===== config.mk =====
export PLATFORM = sky130hd
export DESIGN_NAME = lsu_align_unit_flat
export DESIGN_NICKNAME = d
export VERILOG_FILES = /design/src/rtl/lsu_align_unit_pkg.sv /design/src/rtl/lsu_align_unit_if.sv /design/src/rtl/lsu_align_unit_load_extend.sv /design/src/rtl/lsu_align_unit.sv /design/src/flat_wrapper.sv
export SDC_FILE = /design/constraint.sdc
export NUM_CORES = 1
export LEC_CHECK = 0
export CAP_MARGIN = 10
export CORE_AREA = 2 2 112 114
export CTS_BUF_LIST = sky130_fd_sc_hd__clkbuf_2 sky130_fd_sc_hd__clkbuf_4 sky130_fd_sc_hd__clkbuf_8
export CTS_CLUSTER_DIAMETER = 80
export DETAILED_ROUTE_END_ITERATION = 8
export DIE_AREA = 0 0 114 116
export PLACE_DENSITY_LB_ADDON = 0.15
export SYNTH_ARGS = -nofsm -noshare
export SYNTH_HDL_FRONTEND = slang
export SYNTH_HIERARCHICAL = 1
export SYNTH_SLANG_ARGS = --single-unit

===== constraint.sdc =====
create_clock -name clk -period 2.2 [get_ports clk]
set_input_delay 0.66 -clock clk [delete_from_list [all_inputs] [get_ports clk]]
set_output_delay 0.66 -clock clk [all_outputs]
set_load 0.02 [all_outputs]

===== src/rtl/lsu_align_unit_pkg.sv =====
`default_nettype none
// ============================================================================
// Module   : lsu_pkg
// Brief    : Shared types for the load/store alignment unit: access-size
//            encoding, FSM state enum and the byte-enable mask helper.
// Revision : 1.0 - initial release
// ============================================================================
package lsu_pkg;

  localparam logic [1:0] SZ_BYTE  = 2'b00;
  localparam logic [1:0] SZ_HALF  = 2'b01;
  localparam logic [1:0] SZ_WORD  = 2'b10;
  localparam logic [1:0] SZ_DWORD = 2'b11;

  typedef enum logic [1:0] {
    IDLE = 2'd0,
    REQ  = 2'd1,
    RESP = 2'd2
  } lsu_state_t;

  // Contiguous run of (1 << size) lanes starting at lane ofs, sized for the
  // widest (8-lane) bus; narrower callers keep the low bits.
  function automatic logic [7:0] be_mask(input logic [1:0] size, input logic [2:0] ofs);
    logic [7:0] base;
    case (size)
      SZ_BYTE: base = 8'h01;
      SZ_HALF: base = 8'h03;
      SZ_WORD: base = 8'h0F;
      default: base = 8'hFF;
    endcase
    return base << ofs;
  endfunction

endpackage
`default_nettype wire


===== src/rtl/lsu_align_unit_if.sv =====
`default_nettype none
// ============================================================================
// Module   : lsu_align_unit_if
// Brief    : Execute-stage request/response and data-memory bus bundle for
//            the alignment unit. slave = the unit, master = its environment.
// Revision : 1.0 - initial release
// ============================================================================
interface lsu_align_unit_if #(
  parameter int DATA_W = 32,
  parameter int ADDR_W = 32
);
  localparam int LANES = DATA_W / 8;

  logic              req_valid;
  logic              req_write;
  logic [1:0]        req_size;
  logic              req_signed;
  logic [ADDR_W-1:0] req_addr;
  logic [DATA_W-1:0] req_wdata;
  logic              stall;
  logic              resp_valid;
  logic [DATA_W-1:0] resp_rdata;
  logic              misalign_err;
  logic              bus_err;
  logic              mem_req;
  logic              mem_we;
  logic [ADDR_W-1:0] mem_addr;
  logic [LANES-1:0]  mem_be;
  logic [DATA_W-1:0] mem_wdata;
  logic              mem_ack;
  logic [DATA_W-1:0] mem_rdata;

  modport slave (
    input  req_valid, req_write, req_size, req_signed, req_addr, req_wdata,
    input  mem_ack, mem_rdata,
    output stall, resp_valid, resp_rdata, misalign_err, bus_err,
    output mem_req, mem_we, mem_addr, mem_be, mem_wdata
  );

  modport master (
    output req_valid, req_write, req_size, req_signed, req_addr, req_wdata,
    output mem_ack, mem_rdata,
    input  stall, resp_valid, resp_rdata, misalign_err, bus_err,
    input  mem_req, mem_we, mem_addr, mem_be, mem_wdata
  );
endinterface
`default_nettype wire


===== src/rtl/lsu_align_unit_load_extend.sv =====
`default_nettype none
// ============================================================================
// Module   : lsu_load_extend
// Brief    : Combinational load-lane select followed by sign/zero extension
//            of the selected field to DATA_W.
// Revision : 1.0 - initial release
// ============================================================================
module lsu_load_extend
  import lsu_pkg::*;
#(
  parameter int DATA_W = 32,
  parameter int OFS_W  = $clog2(DATA_W / 8)
) (
  input  wire logic [DATA_W-1:0] i_rdata,
  input  wire logic [1:0]        i_size,
  input  wire logic [OFS_W-1:0]  i_ofs,
  input  wire logic              i_sign_ext,
  output logic      [DATA_W-1:0] o_data
);

  logic [DATA_W-1:0] w_shift;
  logic [DATA_W-1:0] w_mask;
  logic              w_top_bit;

  // Right-justify the addressed lane, then keep the field and fill the rest
  // with either zeros or copies of the field's top bit.
  always_comb begin
    w_shift   = i_rdata >> {i_ofs, 3'b000};
    w_mask    = '1;
    w_top_bit = 1'b0;
    case (i_size)
      SZ_BYTE: begin
        w_mask       = '0;
        w_mask[7:0]  = '1;
        w_top_bit    = w_shift[7];
      end
      SZ_HALF: begin
        w_mask       = '0;
        w_mask[15:0] = '1;
        w_top_bit    = w_shift[15];
      end
      SZ_WORD: begin
        w_mask       = '0;
        w_mask[31:0] = '1;
        w_top_bit    = w_shift[31];
      end
      default: begin
        w_mask    = '1;
        w_top_bit = 1'b0;
      end
    endcase
    o_data = (w_shift & w_mask) | ({DATA_W{i_sign_ext & w_top_bit}} & ~w_mask);
  end

endmodule
`default_nettype wire


===== src/rtl/lsu_align_unit.sv =====
`default_nettype none
// ============================================================================
// Module   : lsu_align_unit
// Brief    : Load/store alignment unit. Checks alignment, builds byte enables
//            and lane-replicated store data, runs the memory handshake and
//            stalls the pipeline until the access completes.
//            Optional watchdog: define LSU_TIMEOUT_EN to abort a memory
//            access that is not acknowledged within TIMEOUT_CYCLES.
// Revision : 1.0 - initial release
// ============================================================================
module lsu_align_unit
  import lsu_pkg::*;
#(
  parameter int DATA_W         = 32,
  parameter int ADDR_W         = 32,
  parameter int TIMEOUT_CYCLES = 16
) (
  input wire logic       clk,
  input wire logic       rst_n,
  lsu_align_unit_if.slave bus
);

  localparam int LANES = DATA_W / 8;
  localparam int OFS_W = $clog2(LANES);

  lsu_state_t        r_state;
  lsu_state_t        w_state_nxt;
  logic              w_legal;
  logic              w_accept;
  logic              w_finish;
  logic              w_timeout;
  logic [1:0]        r_size;
  logic              r_signed;
  logic [OFS_W-1:0]  r_ofs;
  logic [DATA_W-1:0] w_wdata_rep;
  logic [DATA_W-1:0] w_load_data;
  logic [OFS_W-1:0]  w_req_ofs;

  assign w_req_ofs = bus.req_addr[OFS_W-1:0];
  assign w_finish  = (r_state == REQ) && (bus.mem_ack || w_timeout);

  // Natural-alignment check; dword only exists on a 64-bit bus.
  always_comb begin
    w_legal = 1'b0;
    case (bus.req_size)
      SZ_BYTE: w_legal = 1'b1;
      SZ_HALF: w_legal = ~bus.req_addr[0];
      SZ_WORD: w_legal = (bus.req_addr[1:0] == 2'b00);
      default: w_legal = (DATA_W == 64) && (bus.req_addr[2:0] == 3'b000);
    endcase
  end

  // Replicate the low (8 << size) bits of store data across every lane.
  always_comb begin
    w_wdata_rep = '0;
    for (int k = 0; k < LANES; k++) begin
      w_wdata_rep[k*8 +: 8] = bus.req_wdata[(k & ((32'sd1 <<< bus.req_size) - 1))*8 +: 8];
    end
  end

  // State register.
  always_ff @(posedge clk) begin
    if (!rst_n) r_state <= IDLE;
    else        r_state <= w_state_nxt;
  end

  // Next-state decode plus the combinational handshake outputs.
  always_comb begin
    w_state_nxt      = r_state;
    w_accept         = 1'b0;
    bus.stall        = 1'b0;
    bus.misalign_err = 1'b0;
    bus.resp_valid   = 1'b0;
    case (r_state)
      IDLE: begin
        if (bus.req_valid) begin
          if (w_legal) begin
            bus.stall   = 1'b1;
            w_accept    = 1'b1;
            w_state_nxt = REQ;
          end else begin
            bus.misalign_err = 1'b1;
          end
        end
      end
      REQ: begin
        bus.stall = 1'b1;
        if (w_finish) w_state_nxt = RESP;
      end
      RESP: begin
        bus.resp_valid = 1'b1;
        w_state_nxt    = IDLE;
      end
      default: w_state_nxt = IDLE;
    endcase
  end

  // Memory-side registers and the captured load result.
  always_ff @(posedge clk) begin
    if (!rst_n) begin
      bus.mem_req    <= 1'b0;
      bus.mem_we     <= 1'b0;
      bus.mem_addr   <= '0;
      bus.mem_be     <= '0;
      bus.mem_wdata  <= '0;
      bus.resp_rdata <= '0;
      r_size         <= SZ_BYTE;
      r_signed       <= 1'b0;
      r_ofs          <= '0;
    end else if (w_accept) begin
      bus.mem_req   <= 1'b1;
      bus.mem_we    <= bus.req_write;
      bus.mem_addr  <= bus.req_addr & ~ADDR_W'(LANES - 1);
      bus.mem_be    <= LANES'(be_mask(bus.req_size, 3'(w_req_ofs)));
      bus.mem_wdata <= w_wdata_rep;
      r_size        <= bus.req_size;
      r_signed      <= bus.req_signed;
      r_ofs         <= w_req_ofs;
    end else if (w_finish) begin
      bus.mem_req    <= 1'b0;
      bus.mem_we     <= 1'b0;
      bus.resp_rdata <= (bus.mem_ack && !bus.mem_we) ? w_load_data : '0;
    end
  end

  lsu_load_extend #(
    .DATA_W (DATA_W),
    .OFS_W  (OFS_W)
  ) u_load_extend (
    .i_rdata    (bus.mem_rdata),
    .i_size     (r_size),
    .i_ofs      (r_ofs),
    .i_sign_ext (r_signed),
    .o_data     (w_load_data)
  );

`ifdef LSU_TIMEOUT_EN
  localparam int CNT_W = $clog2(TIMEOUT_CYCLES + 1);

  logic [CNT_W-1:0] r_to_cnt;
  logic             r_bus_err;

  assign w_timeout   = (r_state == REQ) && !bus.mem_ack &&
                       (r_to_cnt == CNT_W'(TIMEOUT_CYCLES - 1));
  assign bus.bus_err = r_bus_err;

  // Watchdog: counts unacknowledged REQ cycles; error flag lives for RESP only.
  always_ff @(posedge clk) begin
    if (!rst_n) begin
      r_to_cnt  <= '0;
      r_bus_err <= 1'b0;
    end else begin
      r_bus_err <= w_timeout;
      if (w_accept)                            r_to_cnt <= '0;
      else if (r_state == REQ && !bus.mem_ack) r_to_cnt <= r_to_cnt + 1'b1;
    end
  end
`else
  assign w_timeout   = 1'b0;
  assign bus.bus_err = 1'b0;
`endif

endmodule
`default_nettype wire

===== src/flat_wrapper.sv =====
// flat-port wrapper written by rule: the top's interface ports become plain ports
module lsu_align_unit_flat import lsu_pkg::*;
#(
  parameter int DATA_W         = 32,
  parameter int ADDR_W         = 32,
  parameter int TIMEOUT_CYCLES = 16
)
  (clk, rst_n, bus_req_valid, bus_req_write, bus_req_size, bus_req_signed, bus_req_addr, bus_req_wdata, bus_mem_ack, bus_mem_rdata, bus_stall, bus_resp_valid, bus_resp_rdata, bus_misalign_err, bus_bus_err, bus_mem_req, bus_mem_we, bus_mem_addr, bus_mem_be, bus_mem_wdata);
  lsu_align_unit_if #(.DATA_W(DATA_W), .ADDR_W(ADDR_W)) bus_i ();
  input wire logic clk;
  input wire logic rst_n;
  input wire logic [$bits(bus_i.req_valid)-1:0] bus_req_valid;
  input wire logic [$bits(bus_i.req_write)-1:0] bus_req_write;
  input wire logic [$bits(bus_i.req_size)-1:0] bus_req_size;
  input wire logic [$bits(bus_i.req_signed)-1:0] bus_req_signed;
  input wire logic [$bits(bus_i.req_addr)-1:0] bus_req_addr;
  input wire logic [$bits(bus_i.req_wdata)-1:0] bus_req_wdata;
  input wire logic [$bits(bus_i.mem_ack)-1:0] bus_mem_ack;
  input wire logic [$bits(bus_i.mem_rdata)-1:0] bus_mem_rdata;
  output wire logic [$bits(bus_i.stall)-1:0] bus_stall;
  output wire logic [$bits(bus_i.resp_valid)-1:0] bus_resp_valid;
  output wire logic [$bits(bus_i.resp_rdata)-1:0] bus_resp_rdata;
  output wire logic [$bits(bus_i.misalign_err)-1:0] bus_misalign_err;
  output wire logic [$bits(bus_i.bus_err)-1:0] bus_bus_err;
  output wire logic [$bits(bus_i.mem_req)-1:0] bus_mem_req;
  output wire logic [$bits(bus_i.mem_we)-1:0] bus_mem_we;
  output wire logic [$bits(bus_i.mem_addr)-1:0] bus_mem_addr;
  output wire logic [$bits(bus_i.mem_be)-1:0] bus_mem_be;
  output wire logic [$bits(bus_i.mem_wdata)-1:0] bus_mem_wdata;
  assign bus_i.req_valid = bus_req_valid;
  assign bus_i.req_write = bus_req_write;
  assign bus_i.req_size = bus_req_size;
  assign bus_i.req_signed = bus_req_signed;
  assign bus_i.req_addr = bus_req_addr;
  assign bus_i.req_wdata = bus_req_wdata;
  assign bus_i.mem_ack = bus_mem_ack;
  assign bus_i.mem_rdata = bus_mem_rdata;
  assign bus_stall = bus_i.stall;
  assign bus_resp_valid = bus_i.resp_valid;
  assign bus_resp_rdata = bus_i.resp_rdata;
  assign bus_misalign_err = bus_i.misalign_err;
  assign bus_bus_err = bus_i.bus_err;
  assign bus_mem_req = bus_i.mem_req;
  assign bus_mem_we = bus_i.mem_we;
  assign bus_mem_addr = bus_i.mem_addr;
  assign bus_mem_be = bus_i.mem_be;
  assign bus_mem_wdata = bus_i.mem_wdata;
  lsu_align_unit #(.DATA_W(DATA_W), .ADDR_W(ADDR_W), .TIMEOUT_CYCLES(TIMEOUT_CYCLES)) u_core (.clk(clk), .rst_n(rst_n), .bus(bus_i));
endmodule

==> results of run 1 <==
## critical path, stage by stage
cell and delay (ns):
clkdlybuf4s50_1 0.48, mux4_2 0.55, a211oi_4 0.41, a31oi_1 0.11, a22o_1 0.22
## power groups by stage
stage	clock, mW	sequential (mW)	combinational (mW)
finish	1.09	2.08	1.06
global route	1.21	2.09	1.13
CTS	1.13	2.08	1.06
detailed placement	0	2.12	1.06
global placement	0	2.12	1.04
floorplan	0	2.21	0.507
## per-layer routing
metal,GRT usage,part of all wire
met5,0,0
met4,0.0984,0.024
met3,0.0596,0.069
met2,0.378,0.48
met1,0.270,0.42
## registers in the layout, summed over array words and instances, names as in the netlist
signal	count
u_core/bus.mem_req	1
u_core/bus.mem_we	1
u_core/r_state	2
u_core/r_ofs	2
u_core/bus.mem_be	4
u_core/r_size	2
u_core/bus.resp_rdata	32
u_core/r_signed	1
u_core/bus.mem_addr	30
u_core/bus.mem_wdata	32
## cell families (layout without fill, tap and decap cells)
family	Yosys count	after routing	synth area share
AND/OR/NAND/NOR	196	196	0.165
multiplexers	108	108	0.208
flip-flops	107	107	0.395
AO/OA/AOI/OAI	104	104	0.157
buffers and inverters	57	240	0.0732
other	1	3	0.000692
## path summary, 6_finish.rpt
kind	cells past startpoint	end	startpoint	slack [ns]
min	2	u_core/bus.mem_addr[21]$_SDFFE_PN0P_	u_core/bus.mem_addr[21]$_SDFFE_PN0P_	0.46
max	5	u_core/bus.resp_rdata[10]$_SDFFE_PN0P_	bus_mem_rdata[23]	0.04
min reg2reg	2	u_core/bus.mem_addr[21]$_SDFFE_PN0P_	u_core/bus.mem_addr[21]$_SDFFE_PN0P_	0.46
max reg2reg	5	u_core/bus.resp_rdata[10]$_SDFFE_PN0P_	u_core/r_ofs[0]$_SDFFE_PN0P_	0.33
## cell usage after synthesis, types with 2 or more instances
cell / instances
nand2_1: 141
dfxtp_1: 107
mux2i_1: 87
a22o_1: 32
clkbuf_1: 20
mux2_2: 16
buf_2: 13
nand2b_1: 10
nor2b_1: 10
o21ai_0: 10
a21oi_1: 9
nor3b_1: 9
o211ai_1: 9
o21a_1: 9
o31ai_2: 8
a211oi_1: 7
a31oi_1: 7
buf_4: 7
buf_12: 6
o32ai_1: 6
or2_0: 5
buf_1: 3
buf_6: 3
mux2_1: 3
nand3_1: 3
nor3_1: 3
or2_1: 3
and2_1: 2
mux4_2: 2
nor2_1: 2
nor3_2: 2
o32ai_2: 2
## area by class of cell
type	count	area share
multi-input combinational	411	0.380
timing repair buffer	226	0.295
sequential	107	0.280
tap	147	0.0240
clock buffer	11	0.0189
clock inverter	2	0.00196
inverter	1	0.000490
## metrics by stage
| step | TNS [ns] | hold WS [ns] | worst slack (ns) | total power, mW |
|---|---|---|---|---|
| 3_5_place_dp | -43.38 | 0.451 | -0.837 | 3.18 |
| 4_1_cts | 0 | 0.463 | 0.0190 | 4.27 |
| 5_1_grt | 0 | 0.480 | 0.0210 | 4.43 |
| 3_3_place_gp | -38.80 | 0.444 | -0.747 | 3.16 |
| 2_1_floorplan | 0 | 0.451 | 0.0816 | 2.72 |
| 6_report | 0 | 0.460 | 0.0366 | 4.23 |
## timing repair
action / in CTS / in global routing
endpoints found under the setup margin: 48 / 20
gates resized for setup: 19 / 5
pin swaps: 1 / 0
==> impl_metrics.prom, run 1 <==
# TYPE chip_impl_metric gauge
chip_impl_metric{name="synth_area_per_cell",unit="sq um"} 9.46
chip_impl_metric{name="worstPathMaxFanout",unit=""} 7
chip_impl_metric{name="core_region_area",unit="sq um"} 11900
chip_impl_info{name="cts_root_buf",value="clkbuf_8"} 1
chip_impl_metric{name="final_core_utilization",unit=""} 0.643
chip_impl_metric{name="synth.ff_latch_count",unit=""} 107
chip_impl_metric{name="intPower",unit="mW"} 3.00
chip_impl_metric{name="std_cell_rows",unit=""} 40
chip_impl_metric{name="slew_viol_final",unit=""} 0
chip_impl_metric{name="maxSlewHeadroom",unit=""} 0.600
chip_impl_metric{name="synth_sequential_area_ratio",unit=""} 0.395
chip_impl_metric{name="yosys_warnings",unit=""} 6
chip_impl_metric{name="async_sr_flop_fraction",unit=""} 0
chip_impl_metric{name="finalHoldViolations",unit=""} 0
chip_impl_metric{name="buffer_ports.inserted",unit=""} 206
chip_impl_metric{name="post-route-min-period",unit="ns"} 2.16
chip_impl_metric{name="fmax",unit="MHz"} 462
chip_impl_metric{name="cap_violations",unit=""} 0
chip_impl_info{name="end_kind",value="flop"} 1
chip_impl_metric{name="post_route_cells_drive_above_1_share",unit=""} 0.103
chip_impl_metric{name="cts_made_buffers",unit=""} 9
chip_impl_metric{name="viasPerCell",unit=""} 5.30
chip_impl_metric{name="gp_routability_congestion",unit=""} 0.844
chip_impl_metric{name="comb_power_share",unit=""} 0.250
chip_impl_metric{name="routed_wl",unit="um"} 15000
chip_impl_metric{name="layout.area.seq",unit="sq um"} 2140
chip_impl_metric{name="syn_area",unit="sq um"} 5420
chip_impl_metric{name="multi_input_area",unit="sq um"} 2910
chip_impl_metric{name="power.switching",unit="mW"} 1.23
chip_impl_metric{name="design.portCount",unit=""} 210
chip_impl_info{name="path_class",value="in2reg"} 1
chip_impl_metric{name="ant_nets",unit=""} 0
chip_impl_metric{name="clkSlewWorstSetupHoldPaths",unit="ns"} 0.09
chip_impl_metric{name="post_cts_hold_buffer_count",unit=""} 0
chip_impl_metric{name="fp.dieW",unit="um"} 114
chip_impl_metric{name="post-synth-top-area-fraction",unit=""} 0.395
chip_impl_metric{name="power.sequential.fraction",unit=""} 0.491
chip_impl_metric{name="placed_cell_area",unit="sq um"} 7500
chip_impl_metric{name="worst_ir_drop_vdd",unit="uV"} 277
chip_impl_info{name="yosys.area.top_type",value="dfxtp_1"} 1
chip_impl_metric{name="ys_types",unit=""} 49
chip_impl_metric{name="detailedRoute.firstIterationViolations",unit=""} 287
chip_impl_info{name="hold_path_class",value="reg2reg"} 1
chip_impl_info{name="run_status",value="complete, no violations"} 1
chip_impl_metric{name="cts_htree_levels",unit=""} 3
chip_impl_info{name="mostFrequentLayoutCells",value="clkdlybuf4s50_1, nand2_1, dfxtp_1"} 1
chip_impl_metric{name="worst_skew_pair.late_latency",unit="ns"} 0.38
chip_impl_metric{name="cp_data_arrival_time",unit="ns"} 2.44
chip_impl_metric{name="global_route.usage.total",unit=""} 0.224
chip_impl_info{name="grt_setup_unrepaired",value="false"} 1
chip_impl_metric{name="start_util",unit=""} 0.455
chip_impl_metric{name="num-nets-final",unit=""} 860
chip_impl_metric{name="postLayoutCellArea",unit="sq um"} 7660
chip_impl_metric{name="synth-edff-count",unit=""} 0
chip_impl_info{name="postSynth.topFlopCell",value="dfxtp_1"} 1
chip_impl_info{name="most_common_library_cell_in_the_layout_ignoring_fill_and_taps",value="clkdlybuf4s50_1"} 1
chip_impl_metric{name="floorplan.die_area",unit="sq um"} 13200
chip_impl_metric{name="detailroute.via_count",unit=""} 4798
chip_impl_metric{name="cts_post_setup_buffers_inserted",unit=""} 0
chip_impl_metric{name="final.fill_count",unit=""} 1004
chip_impl_metric{name="wire_per_inst",unit="um"} 16.5
chip_impl_metric{name="power.static_leakage",unit="nW"} 3.14
chip_impl_metric{name="grt_antenna_before_repair",unit=""} 0
chip_impl_metric{name="cp.required",unit="ns"} 2.48
chip_impl_metric{name="numClockSinks",unit=""} 107
chip_impl_metric{name="synth_cells",unit=""} 573
chip_impl_metric{name="cts.path.max_buffers",unit=""} 2
chip_impl_metric{name="report.final.setup_viol",unit=""} 0
chip_impl_metric{name="power_density",unit="nW/um^2"} 552
chip_impl_metric{name="first_global_vias",unit=""} 4739
chip_impl_metric{name="areaGrowthSynthToFinish",unit="%"} 41.4
chip_impl_metric{name="sw_frac_of_total",unit=""} 0.290
chip_impl_info{name="tritoncts",value="built"} 1
chip_impl_metric{name="skew",unit="ns"} 0.00362
chip_impl_metric{name="worstMarginPinSlew",unit="ns"} 0.598
chip_impl_metric{name="wire_length_of_the_first_global_routing_pass",unit="um"} 23500
chip_impl_metric{name="die-height",unit="um"} 116
chip_impl_metric{name="overflow",unit=""} 0
chip_impl_metric{name="final_min_period_over_clock_period",unit=""} 0.983
chip_impl_metric{name="pin_count_of_the_biggest_net_entering_global_routing",unit=""} 98
chip_impl_metric{name="num_antenna_cells",unit=""} 0
chip_impl_info{name="worst_setup_path_start_kind",value="primary input"} 1
chip_impl_metric{name="placed_cells_incl_taps",unit=""} 892
chip_impl_metric{name="final_cell_count_no_fill",unit=""} 905
chip_impl_metric{name="clock_network_power_share",unit=""} 0.259
chip_impl_metric{name="detailedPlacementHpwl",unit="um"} 10500
chip_impl_info{name="synth.top_cells.by_area",value="dfxtp_1, mux2i_1, nand2_1"} 1
chip_impl_metric{name="firstDrtPassIters",unit=""} 4
chip_impl_metric{name="drt_drc_violations_left",unit=""} 0
Note: power is estimated with default switching activity, not from simulation.
==> run 2: changes to the inputs <==
- CELL_PAD_IN_SITES_DETAIL_PLACEMENT: unset -> 0
- CELL_PAD_IN_SITES_GLOBAL_PLACEMENT: unset -> 1
- CORE_AREA: 2 2 112 114 -> 2 2 132 134
- DIE_AREA: 0 0 114 116 -> 0 0 134 136
==> run 2 against run 1 <==
  * Utilization shrank 18 points
  * Final cell count grew 9.7%
  * Die area grew 38%
  * Wire length grew 6.3%
  * Maximum frequency grew 0.85%
  * Clock power grew 27%
  * Global-route usage shrank 5.3 points
  * Clock skew grew 0.011 ns
  * Critical endpoint is now bus_stall
  * Largest cell class unchanged
==> impl_metrics.prom, run 2 (synthesis results as in run 1) <==
# TYPE chip_impl_metric gauge
chip_impl_metric{name="global_route.usage.total",unit=""} 0.171
chip_impl_metric{name="cts_htree_levels",unit=""} 3
chip_impl_info{name="mostFrequentLayoutCells",value="clkdlybuf4s50_1, nand2_1, dfxtp_1"} 1
chip_impl_metric{name="power.static_leakage",unit="nW"} 3.21
chip_impl_info{name="worst_setup_path_start_kind",value="primary input"} 1
chip_impl_metric{name="wire_per_inst",unit="um"} 16.0
chip_impl_metric{name="ant_nets",unit=""} 0
chip_impl_info{name="cts_root_buf",value="clkbuf_8"} 1
chip_impl_metric{name="gp_routability_congestion",unit=""} 0.793
chip_impl_metric{name="finalHoldViolations",unit=""} 0
chip_impl_metric{name="num_antenna_cells",unit=""} 0
chip_impl_metric{name="detailedPlacementHpwl",unit="um"} 11700
chip_impl_metric{name="worstPathMaxFanout",unit=""} 2
chip_impl_info{name="tritoncts",value="built"} 1
chip_impl_info{name="run_status",value="complete, no violations"} 1
chip_impl_metric{name="fp.dieW",unit="um"} 134
chip_impl_metric{name="viasPerCell",unit=""} 4.82
chip_impl_metric{name="die-height",unit="um"} 136
chip_impl_metric{name="drt_drc_violations_left",unit=""} 0
chip_impl_metric{name="pin_count_of_the_biggest_net_entering_global_routing",unit=""} 86
chip_impl_metric{name="floorplan.die_area",unit="sq um"} 18200
chip_impl_metric{name="setup_total_neg_slack",unit="ns"} 0
chip_impl_metric{name="slew_viol_final",unit=""} 0
chip_impl_metric{name="std_cell_rows",unit=""} 48
chip_impl_metric{name="cts.path.max_buffers",unit=""} 2
chip_impl_metric{name="firstDrtPassIters",unit=""} 5
chip_impl_metric{name="post_route_cells_drive_above_1_share",unit=""} 0.112
chip_impl_metric{name="core_region_area",unit="sq um"} 16900
chip_impl_metric{name="buffer_ports.inserted",unit=""} 206
chip_impl_metric{name="detailroute.via_count",unit=""} 4788
chip_impl_metric{name="wire_length_of_the_first_global_routing_pass",unit="um"} 24500
chip_impl_metric{name="final_cell_count_no_fill",unit=""} 993
chip_impl_metric{name="postLayoutCellArea",unit="sq um"} 7900
chip_impl_metric{name="design.portCount",unit=""} 210
chip_impl_metric{name="cts_post_setup_buffers_inserted",unit=""} 0
chip_impl_info{name="most_common_library_cell_in_the_layout_ignoring_fill_and_taps",value="clkdlybuf4s50_1"} 1
chip_impl_metric{name="areaGrowthSynthToFinish",unit="%"} 45.8
chip_impl_metric{name="report.final.setup_viol",unit=""} 0
chip_impl_info{name="path_class",value="in2out"} 1
chip_impl_metric{name="grt_antenna_before_repair",unit=""} 0
chip_impl_metric{name="placed_cells_incl_taps",unit=""} 977
chip_impl_metric{name="post-route-min-period",unit="ns"} 2.15
chip_impl_metric{name="numClockSinks",unit=""} 107
chip_impl_metric{name="start_util",unit=""} 0.321
chip_impl_metric{name="cp_data_arrival_time",unit="ns"} 1.49
chip_impl_metric{name="fin_worst_hold_slack",unit="ns"} 0.460
chip_impl_metric{name="clkSlewWorstSetupHoldPaths",unit="ns"} 0.10
chip_impl_metric{name="final_min_period_over_clock_period",unit=""} 0.975
chip_impl_info{name="grt_setup_unrepaired",value="false"} 1
chip_impl_info{name="end_kind",value="output pin"} 1
chip_impl_metric{name="first_global_vias",unit=""} 4735
chip_impl_info{name="hold_path_class",value="reg2reg"} 1
chip_impl_metric{name="cap_violations",unit=""} 0
chip_impl_metric{name="fmax",unit="MHz"} 466
chip_impl_metric{name="skew",unit="ns"} 0.0150
chip_impl_metric{name="routed_wl",unit="um"} 15900
chip_impl_metric{name="worst_ir_drop_vdd",unit="uV"} 280
chip_impl_metric{name="detailedRoute.firstIterationViolations",unit=""} 183
chip_impl_metric{name="placed_cell_area",unit="sq um"} 7670
chip_impl_metric{name="num-nets-final",unit=""} 867
chip_impl_metric{name="overflow",unit=""} 0
chip_impl_metric{name="final_core_utilization",unit=""} 0.468
chip_impl_metric{name="worst_skew_pair.late_latency",unit="ns"} 0.38
chip_impl_metric{name="cts_made_buffers",unit=""} 9
chip_impl_info{name="biggest_regs",value="u_core/bus.mem_wdata (32), u_core/bus.resp_rdata (32), u_core/bus.mem_addr (30)"} 1
chip_impl_metric{name="power_density",unit="nW/um^2"} 573
chip_impl_metric{name="cp.required",unit="ns"} 1.54
==> run 2: per-stage QoR <==
stage	total power [mW]	setup WS [ns]
final	4.53	0.0549
after CTS	4.59	0.0160
after detailed placement	3.20	-0.685
after global routing	4.72	0.00581
after global placement	3.19	-0.643
after floorplan	2.72	0.0816
==> run 2: critical path: stages <==
cell and delay (ns):
dlygate4sd2_1 0.28, nor3_4 0.23, o211ai_4 0.11, nand2_1 0.09, buf_6 0.12
==> run 2: final timing paths <==
| path | start | endpoint | slack [ns] | depth (start not counted) |
|---|---|---|---|---|
| hold reg to reg | u_core/bus.mem_addr[11]$_SDFFE_PN0P_ | u_core/bus.mem_addr[11]$_SDFFE_PN0P_ | 0.46 | 2 |
| setup / recovery | bus_req_addr[1] | bus_stall | 0.05 | 5 |
| setup reg to reg | u_core/r_size[0]$_SDFFE_PN0P_ | u_core/bus.resp_rdata[22]$_SDFFE_PN0P_ | 0.39 | 5 |
| hold / removal | u_core/bus.mem_addr[11]$_SDFFE_PN0P_ | u_core/bus.mem_addr[11]$_SDFFE_PN0P_ | 0.46 | 2 |
==> run 2: per-layer routing <==
metal  up-vias  track usage  wire [um]
met1      2262        0.207       7020
li1       2376            -          -
met3        14       0.0444       1030
met2       136        0.292       7610
met5         -            0          0
met4         0       0.0603        231
==> run 2: report_power, final <==
part           internal, mW  switching (mW)
logic                 0.551           0.522
clock network         0.652           0.725
registers              2.02          0.0540
total                  3.23            1.30
==> run 2: area by class of cell <==
| cell class | count | area [sq um] |
|---|---|---|
| Fill cell | 1590 | 8980 |
| Multi-Input combinational cell | 411 | 2910 |
| Timing Repair Buffer | 233 | 2340 |
| Sequential cell | 107 | 2140 |
| Tap cell | 225 | 282 |
| Clock buffer | 9 | 124 |
| Clock inverter | 7 | 100 |
| Inverter | 1 | 3.75 |
==> run 2: timing repair <==
item	4_1_cts	5_1_grt
resized for setup	16	4
hold buffers	0	0
pin swaps	1	2
setup endpoints to repair	39	2
==> run 3: changes to the inputs <==
- ABC_CLOCK_PERIOD_IN_PS: unset -> 2200
==> results of run 3 <==
No change in the layout: final DEF, timing and power equal those of run 2.
